===== config.mk =====
export PLATFORM = sky130hd
export DESIGN_NAME = btn_event_flat
export DESIGN_NICKNAME = d
export VERILOG_FILES = /design/src/rtl/stopwatch_pkg.sv /design/src/rtl/btn_event_if.sv /design/src/rtl/edge_detect.sv /design/src/rtl/btn_event.sv /design/src/flat_wrapper.sv
export SDC_FILE = /design/constraint.sdc
export NUM_CORES = 1
export LEC_CHECK = 0
export ABC_CLOCK_PERIOD_IN_PS = 2500
export CAP_MARGIN = 20
export CORE_ASPECT_RATIO = 1.1
export CORE_MARGIN = 1
export CORE_UTILIZATION = 47
export CTS_CLUSTER_SIZE = 30
export DETAILED_ROUTE_END_ITERATION = 16
export GPL_TIMING_DRIVEN = 0
export PLACE_DENSITY = 0.73
export SETUP_SLACK_MARGIN = 0.15
export SYNTH_ARGS = -nofsm -noshare
export SYNTH_HDL_FRONTEND = slang
export SYNTH_SLANG_ARGS = --single-unit

===== constraint.sdc =====
create_clock -name clk -period 2.5 [get_ports clk]
set_input_delay 0.5 -clock clk [delete_from_list [all_inputs] [get_ports clk]]
set_output_delay 0.5 -clock clk [all_outputs]
set_load 0.03 [all_outputs]

===== src/rtl/stopwatch_pkg.sv =====
// Shared stopwatch definitions: button FSM state encoding and counter width helper.
package stopwatch_pkg;

    typedef enum logic [1:0] {
        ST_IDLE    = 2'd0,
        ST_PRESSED = 2'd1,
        ST_HELD    = 2'd2
    } state_t;

    // Width of a counter that must hold values 0..n-1, never narrower than 2 bits.
    function automatic int cnt_width(input int n);
        int w;
        w = $clog2(n);
        return (w < 2) ? 2 : w;
    endfunction

endpackage


===== src/rtl/btn_event_if.sv =====
// Button event bundle: debounced level and tick in, single-cycle event pulses out.
interface btn_event_if;

    logic sample_tick;
    logic bn_db;
    logic press_pulse;
    logic short_pulse;
    logic long_pulse;
    logic repeat_pulse;
    logic release_pulse;
    logic held;

    modport master (
        output sample_tick, bn_db,
        input  press_pulse, short_pulse, long_pulse, repeat_pulse, release_pulse, held
    );

    modport slave (
        input  sample_tick, bn_db,
        output press_pulse, short_pulse, long_pulse, repeat_pulse, release_pulse, held
    );

endinterface


===== src/rtl/edge_detect.sv =====
// Registers the previous button level and flags rise/fall combinationally.
module edge_detect (
    input  logic clk,
    input  logic rst,
    input  logic i_bn_db,
    output logic o_rise,
    output logic o_fall
);

    logic r_bn_prev;

    always_ff @(posedge clk or posedge rst) begin
        if (rst) begin
            r_bn_prev <= 1'b0;
        end else begin
            r_bn_prev <= i_bn_db;
        end
    end

    assign o_rise = i_bn_db & ~r_bn_prev;
    assign o_fall = ~i_bn_db & r_bn_prev;

endmodule


===== src/rtl/btn_event.sv =====
// Turns a debounced button level into press/short/long/repeat/release pulses.
// All pulses registered: 1 clk after the sampled condition, exactly 1 clk wide.
module btn_event
    import stopwatch_pkg::*;
#(
    parameter int LONG_COUNT   = 1000,
    parameter int REPEAT_COUNT = 200,
    parameter bit REPEAT_EN    = 1'b1
) (
    input  logic        clk,
    input  logic        rst,
    btn_event_if.slave  bus
);

    localparam int CNT_W = cnt_width((LONG_COUNT > REPEAT_COUNT) ? LONG_COUNT : REPEAT_COUNT);
    localparam logic [CNT_W-1:0] LONG_LAST   = CNT_W'(LONG_COUNT - 1);
    localparam logic [CNT_W-1:0] REPEAT_LAST = CNT_W'(REPEAT_COUNT - 1);

    state_t           r_state;
    state_t           w_state_nxt;
    logic [CNT_W-1:0] r_cnt;
    logic [CNT_W-1:0] w_cnt_nxt;

    logic r_press, r_short, r_long, r_repeat, r_release;
    logic w_press, w_short, w_long, w_repeat, w_release;
    logic w_rise, w_fall;

    edge_detect u_edge (
        .clk     (clk),
        .rst     (rst),
        .i_bn_db (bus.bn_db),
        .o_rise  (w_rise),
        .o_fall  (w_fall)
    );

    // Release is tested before any tick so it always beats a threshold in the same cycle.
    always_comb begin
        w_state_nxt = r_state;
        w_cnt_nxt   = r_cnt;
        w_press     = 1'b0;
        w_short     = 1'b0;
        w_long      = 1'b0;
        w_repeat    = 1'b0;
        w_release   = 1'b0;

        case (r_state)
            ST_IDLE: begin
                if (w_rise) begin
                    w_press     = 1'b1;
                    w_cnt_nxt   = '0;
                    w_state_nxt = ST_PRESSED;
                end
            end
            ST_PRESSED: begin
                if (w_fall) begin
                    w_short     = 1'b1;
                    w_release   = 1'b1;
                    w_cnt_nxt   = '0;
                    w_state_nxt = ST_IDLE;
                end else if (bus.sample_tick) begin
                    if (r_cnt == LONG_LAST) begin
                        w_long      = 1'b1;
                        w_cnt_nxt   = '0;
                        w_state_nxt = ST_HELD;
                    end else begin
                        w_cnt_nxt = r_cnt + CNT_W'(1);
                    end
                end
            end
            ST_HELD: begin
                if (w_fall) begin
                    w_release   = 1'b1;
                    w_cnt_nxt   = '0;
                    w_state_nxt = ST_IDLE;
                end else if (REPEAT_EN && bus.sample_tick) begin
                    if (r_cnt == REPEAT_LAST) begin
                        w_repeat  = 1'b1;
                        w_cnt_nxt = '0;
                    end else begin
                        w_cnt_nxt = r_cnt + CNT_W'(1);
                    end
                end
            end
            default: begin
                w_cnt_nxt   = '0;
                w_state_nxt = ST_IDLE;
            end
        endcase
    end

    always_ff @(posedge clk or posedge rst) begin
        if (rst) begin
            r_state   <= ST_IDLE;
            r_cnt     <= '0;
            r_press   <= 1'b0;
            r_short   <= 1'b0;
            r_long    <= 1'b0;
            r_repeat  <= 1'b0;
            r_release <= 1'b0;
        end else begin
            r_state   <= w_state_nxt;
            r_cnt     <= w_cnt_nxt;
            r_press   <= w_press;
            r_short   <= w_short;
            r_long    <= w_long;
            r_repeat  <= w_repeat;
            r_release <= w_release;
        end
    end

    assign bus.press_pulse   = r_press;
    assign bus.short_pulse   = r_short;
    assign bus.long_pulse    = r_long;
    assign bus.repeat_pulse  = r_repeat;
    assign bus.release_pulse = r_release;
    assign bus.held          = (r_state == ST_HELD);

endmodule


===== src/flat_wrapper.sv =====
// flat-port wrapper written by rule: the top's interface ports become plain ports
module btn_event_flat import stopwatch_pkg::*;
#(
    parameter int LONG_COUNT   = 1000,
    parameter int REPEAT_COUNT = 200,
    parameter bit REPEAT_EN    = 1'b1
)
  (clk, rst, bus_sample_tick, bus_bn_db, bus_press_pulse, bus_short_pulse, bus_long_pulse, bus_repeat_pulse, bus_release_pulse, bus_held);
  btn_event_if bus_i ();
  input  logic clk;
  input  logic rst;
  input wire logic [$bits(bus_i.sample_tick)-1:0] bus_sample_tick;
  input wire logic [$bits(bus_i.bn_db)-1:0] bus_bn_db;
  output wire logic [$bits(bus_i.press_pulse)-1:0] bus_press_pulse;
  output wire logic [$bits(bus_i.short_pulse)-1:0] bus_short_pulse;
  output wire logic [$bits(bus_i.long_pulse)-1:0] bus_long_pulse;
  output wire logic [$bits(bus_i.repeat_pulse)-1:0] bus_repeat_pulse;
  output wire logic [$bits(bus_i.release_pulse)-1:0] bus_release_pulse;
  output wire logic [$bits(bus_i.held)-1:0] bus_held;
  assign bus_i.sample_tick = bus_sample_tick;
  assign bus_i.bn_db = bus_bn_db;
  assign bus_press_pulse = bus_i.press_pulse;
  assign bus_short_pulse = bus_i.short_pulse;
  assign bus_long_pulse = bus_i.long_pulse;
  assign bus_repeat_pulse = bus_i.repeat_pulse;
  assign bus_release_pulse = bus_i.release_pulse;
  assign bus_held = bus_i.held;
  btn_event #(.LONG_COUNT(LONG_COUNT), .REPEAT_COUNT(REPEAT_COUNT), .REPEAT_EN(REPEAT_EN)) u_core (.clk(clk), .rst(rst), .bus(bus_i));
endmodule

==> summary.txt <==
STATUS
------------------------------------------------------------------------------------
Status ................................................................ finished, final reports clean

LAYOUT
------------------------------------------------------------------------------------
Synthesis-to-finish area growth .......................................        16.3%
Layout Nets ...........................................................          128
Leading cell type in the layout, fill and taps excluded ...............      dfrtp_1
Commonest cells after routing, fill and taps aside .................... dfrtp_1, nand2_1, o21ai_0
Fraction of layout cells with a size suffix above 1 ...................        11.8%
Fill cell count .......................................................          186
Count of antenna diodes in the layout .................................            0

POWER AND IR DROP
------------------------------------------------------------------------------------
Leakage ...............................................................     0.547 nW
Post-layout power .....................................................     0.815 mW
Pwr dens ..............................................................   698 nW/um2
Peak VDD IR ...........................................................       362 uV

SYNTH
------------------------------------------------------------------------------------
Unique cell type count in the Yosys netlist ...........................           33
Asr flop ratio synth ..................................................         100%
Cell type contributing the most total cell area after synthesis .......      dfrtp_1
Area share of fa/ha/maj cells after synthesis .........................        4.98%
Largest cells by area after synthesis ................................. dfrtp_1, ha_1, o21ai_0
Sequential cell area fraction in the yosys report .....................        44.8%
Post-synth net total ..................................................          114
Share of the synthesized area in the top cell type ....................        44.8%
Fraction of synthesized cell area in xor and xnor cells ...............           0%
Synthesized cell area .................................................     1000 um2
Average footprint of a synthesized cell ...............................     9.48 um2
Dominant combinational cell family by area after synthesis ............ simple AND/OR/NAND/NOR gates
Share of cell area taken by muxes after synthesis .....................        3.11%
Most instantiated flip-flop cell in the synthesis netlist .............      dfrtp_1
Number of flip-flops and latches in the synthesized netlist ...........           18
Yosys warning total ...................................................            0
Fraction of the mapped netlist area in compound gates .................        16.2%
Post-synth EDFFs ......................................................            0
Post-synthesis cell count .............................................          106
Simple-gate area share of the yosys netlist ...........................        27.1%

TIMING
------------------------------------------------------------------------------------
Final hold vios .......................................................            0
Share of the clock period used by the worst path after layout .........        86.7%
Remaining max-slew budget at the tightest pin .........................        54.1%
Setup repair after global routing missed its margin ...................           no
Measured slew at the worst slew-check pin .............................       688 ps
Maximum clock skew at final layout ....................................      4.45 ps
Maximum achievable frequency ..........................................      462 MHz
Final max-slew violation count ........................................            0
Setup violators final .................................................            0
Tmin final ............................................................      2170 ps
Sum of negative setup slack ...........................................         0 ps

SETUP PATH
------------------------------------------------------------------------------------
Arrival time of the worst setup path ..................................      1670 ps
Kind of launch point of the worst setup path ..........................     register
Crit path capture type ................................................   output pin
Reg2reg setup slack ...................................................       390 ps
Required time worst endpoint ..........................................      2000 ps
FF-to-FF path depth ...................................................            8
Critical register-to-register path startpoint ......................... u_core.r_state[1]$_DFFE_PP0P_
Endpoint of the most critical register-to-register path ............... u_core.r_cnt[0]$_DFFE_PP0P_
Largest fanout on the critical path ...................................            3
Type of the worst setup path ..........................................   reg -> out

HOLD PATH
------------------------------------------------------------------------------------
Hold path endpoint .................................................... u_core.r_cnt[1]$_DFFE_PP0P_
Worst Hold Class ......................................................   reg -> reg
Launch instance of the worst min-delay path ........................... u_core.r_cnt[1]$_DFFE_PP0P_
Number of instances on the worst hold path ............................            2

CTS
------------------------------------------------------------------------------------
Setup Fix Bufs, Post-CTS ..............................................            0
Total clock sinks .....................................................           18
Clock buffer count from CTS ...........................................            3
Number of buffers inserted for hold repair after clock tree synthesis .            0
Worst skew pair latency ...............................................       290 ps
TritonCTS clock tree ..................................................          yes
Total of cells resized after clock tree synthesis .....................            0
Buffer cell driving the clock tree root ...............................     clkbuf_4
Deepest level of the CTS H-tree .......................................            1
Largest buffer count on any clock path ................................            2
Clock-pin transition on the worst setup and hold timing paths .........       100 ps

GLOBAL ROUTE
------------------------------------------------------------------------------------
Vias in the first global route ........................................          730
Pin count of the biggest net entering global routing ..................           19
First-pass GRT wire length ............................................      3.20 mm
Total global routing overflow .........................................            0
Number of antenna violations at the first check in global routing .....            0
Global router's overall resource usage ................................        19.1%

FLOORPLAN
------------------------------------------------------------------------------------
Initial core utilization ..............................................        49.7%
Overall die width .....................................................      46.1 um
Die outline area ......................................................     2330 um2
Core Rows .............................................................           17
Number of top-level pins ..............................................           10
Vert. Die Dim .........................................................      50.5 um
Core area .............................................................     2020 um2

ROUTING
------------------------------------------------------------------------------------
Initial DRC Count .....................................................           26
Total Routed Length ...................................................      1.90 mm
Via count normalized by instance count ................................         5.45
Number of design rule violations left after detail routing ............            0
Average wire length per cell after detail routing .....................      12.9 um
Total via count after detailed routing ................................          801
1st-pass router iterations ............................................            4
Number of routed nets with antenna violations .........................            0

PLACED DESIGN
------------------------------------------------------------------------------------
Detailed Place HPWL ...................................................      1.39 mm
Gpl congestion ........................................................        0.869
IO buf count ..........................................................            9

RUN
------------------------------------------------------------------------------------
Max Cap Violations ....................................................            0

[cell usage after synthesis (all sizes together) (2+ instances only)]
cell / instances
a22o: 5
nor3: 2
and3: 4
o21ai: 10
inv: 6
ha: 4
nand2: 11
nor2: 8
nor2b: 5
or3: 3
dfrtp: 18
and2: 6
mux2i: 2
a21oi: 4
nand3: 4
[critical path: stages (launching register included)]
cell and delay, ps:
dfrtp_1 400, inv_1 100, ha_1 200, clkdlybuf4s50_1 680
[power by group]
part | internal, mW | switching (mW) | total [mW]
registers | 0.317 | 0.0152 | 0.332
logic | 0.117 | 0.185 | 0.303
clock network | 0.0887 | 0.0915 | 0.180
[cells by family after synthesis]
kind of cell,Yosys count
adders and majority gates,4
muxes,3
AOI/OAI and AO/OA,24
DFF,18
buffers and inverters,8
and+or+nand+nor,49
[per-stage QoR]
step / instance area (um2) / instances / hold slack [ps] / setup WS [ps] / utilization, %
6_report: 1170 / 147 / 540 / 333 / 57.8
5_1_grt: 1170 / 147 / 557 / 244 / 57.8
4_1_cts: 1170 / 147 / 537 / 239 / 57.7
3_5_place_dp: 1130 / 143 / 514 / -71.4 / 55.9
3_3_place_gp: 1130 / 143 / 507 / -39.8 / 55.9
2_1_floorplan: 1000 / 106 / 439 / 469 / -
[sequential cells by signal, indices dropped and copies added, names as in the netlist]
| name | count |
|---|---|
| u_core.bus.long_pulse | 1 |
| u_core.bus.press_pulse | 1 |
| u_core.bus.release_pulse | 1 |
| u_core.bus.repeat_pulse | 1 |
| u_core.bus.short_pulse | 1 |
| u_core.r_cnt | 10 |
| u_core.r_state | 2 |
| u_core.u_edge.r_bn_prev | 1 |
[how the worst max path moves through the flow]
stage,endpoint,cells after the start,startpoint,slack [ps]
floorplan,u_core.r_cnt[0]$_DFFE_PP0P_,8,u_core.r_state[0]$_DFFE_PP0P_,470
global placement,u_core.r_cnt[0]$_DFFE_PP0P_,7,bus_bn_db,-40
detailed placement,u_core.r_cnt[0]$_DFFE_PP0P_,7,bus_bn_db,-70
CTS,u_core.r_cnt[0]$_DFFE_PP0P_,7,bus_bn_db,240
global route,bus_held,3,u_core.r_state[0]$_DFFE_PP0P_,240
finish,bus_held,3,u_core.r_state[0]$_DFFE_PP0P_,330
[layer usage]
metal,share of wire [%],track usage (%)
met1,49,27.1
met2,47,29.1
met3,2.4,2.16
met4,1.3,7.35
met5,0,0
[area by class of cell]
type                    count  area [um2]  area share [%]
repair buffers              9        90.1            7.71
clock buffers               4        36.3            3.10
well taps                  28        35.0            3.00
inverters                   6        22.5            1.93
flip-flops and latches     18         450            38.5
multi-input cells          80         519            44.4
plain buffers               2        15.0            1.28
No activity file was read; power rests on OpenSTA's default activity.
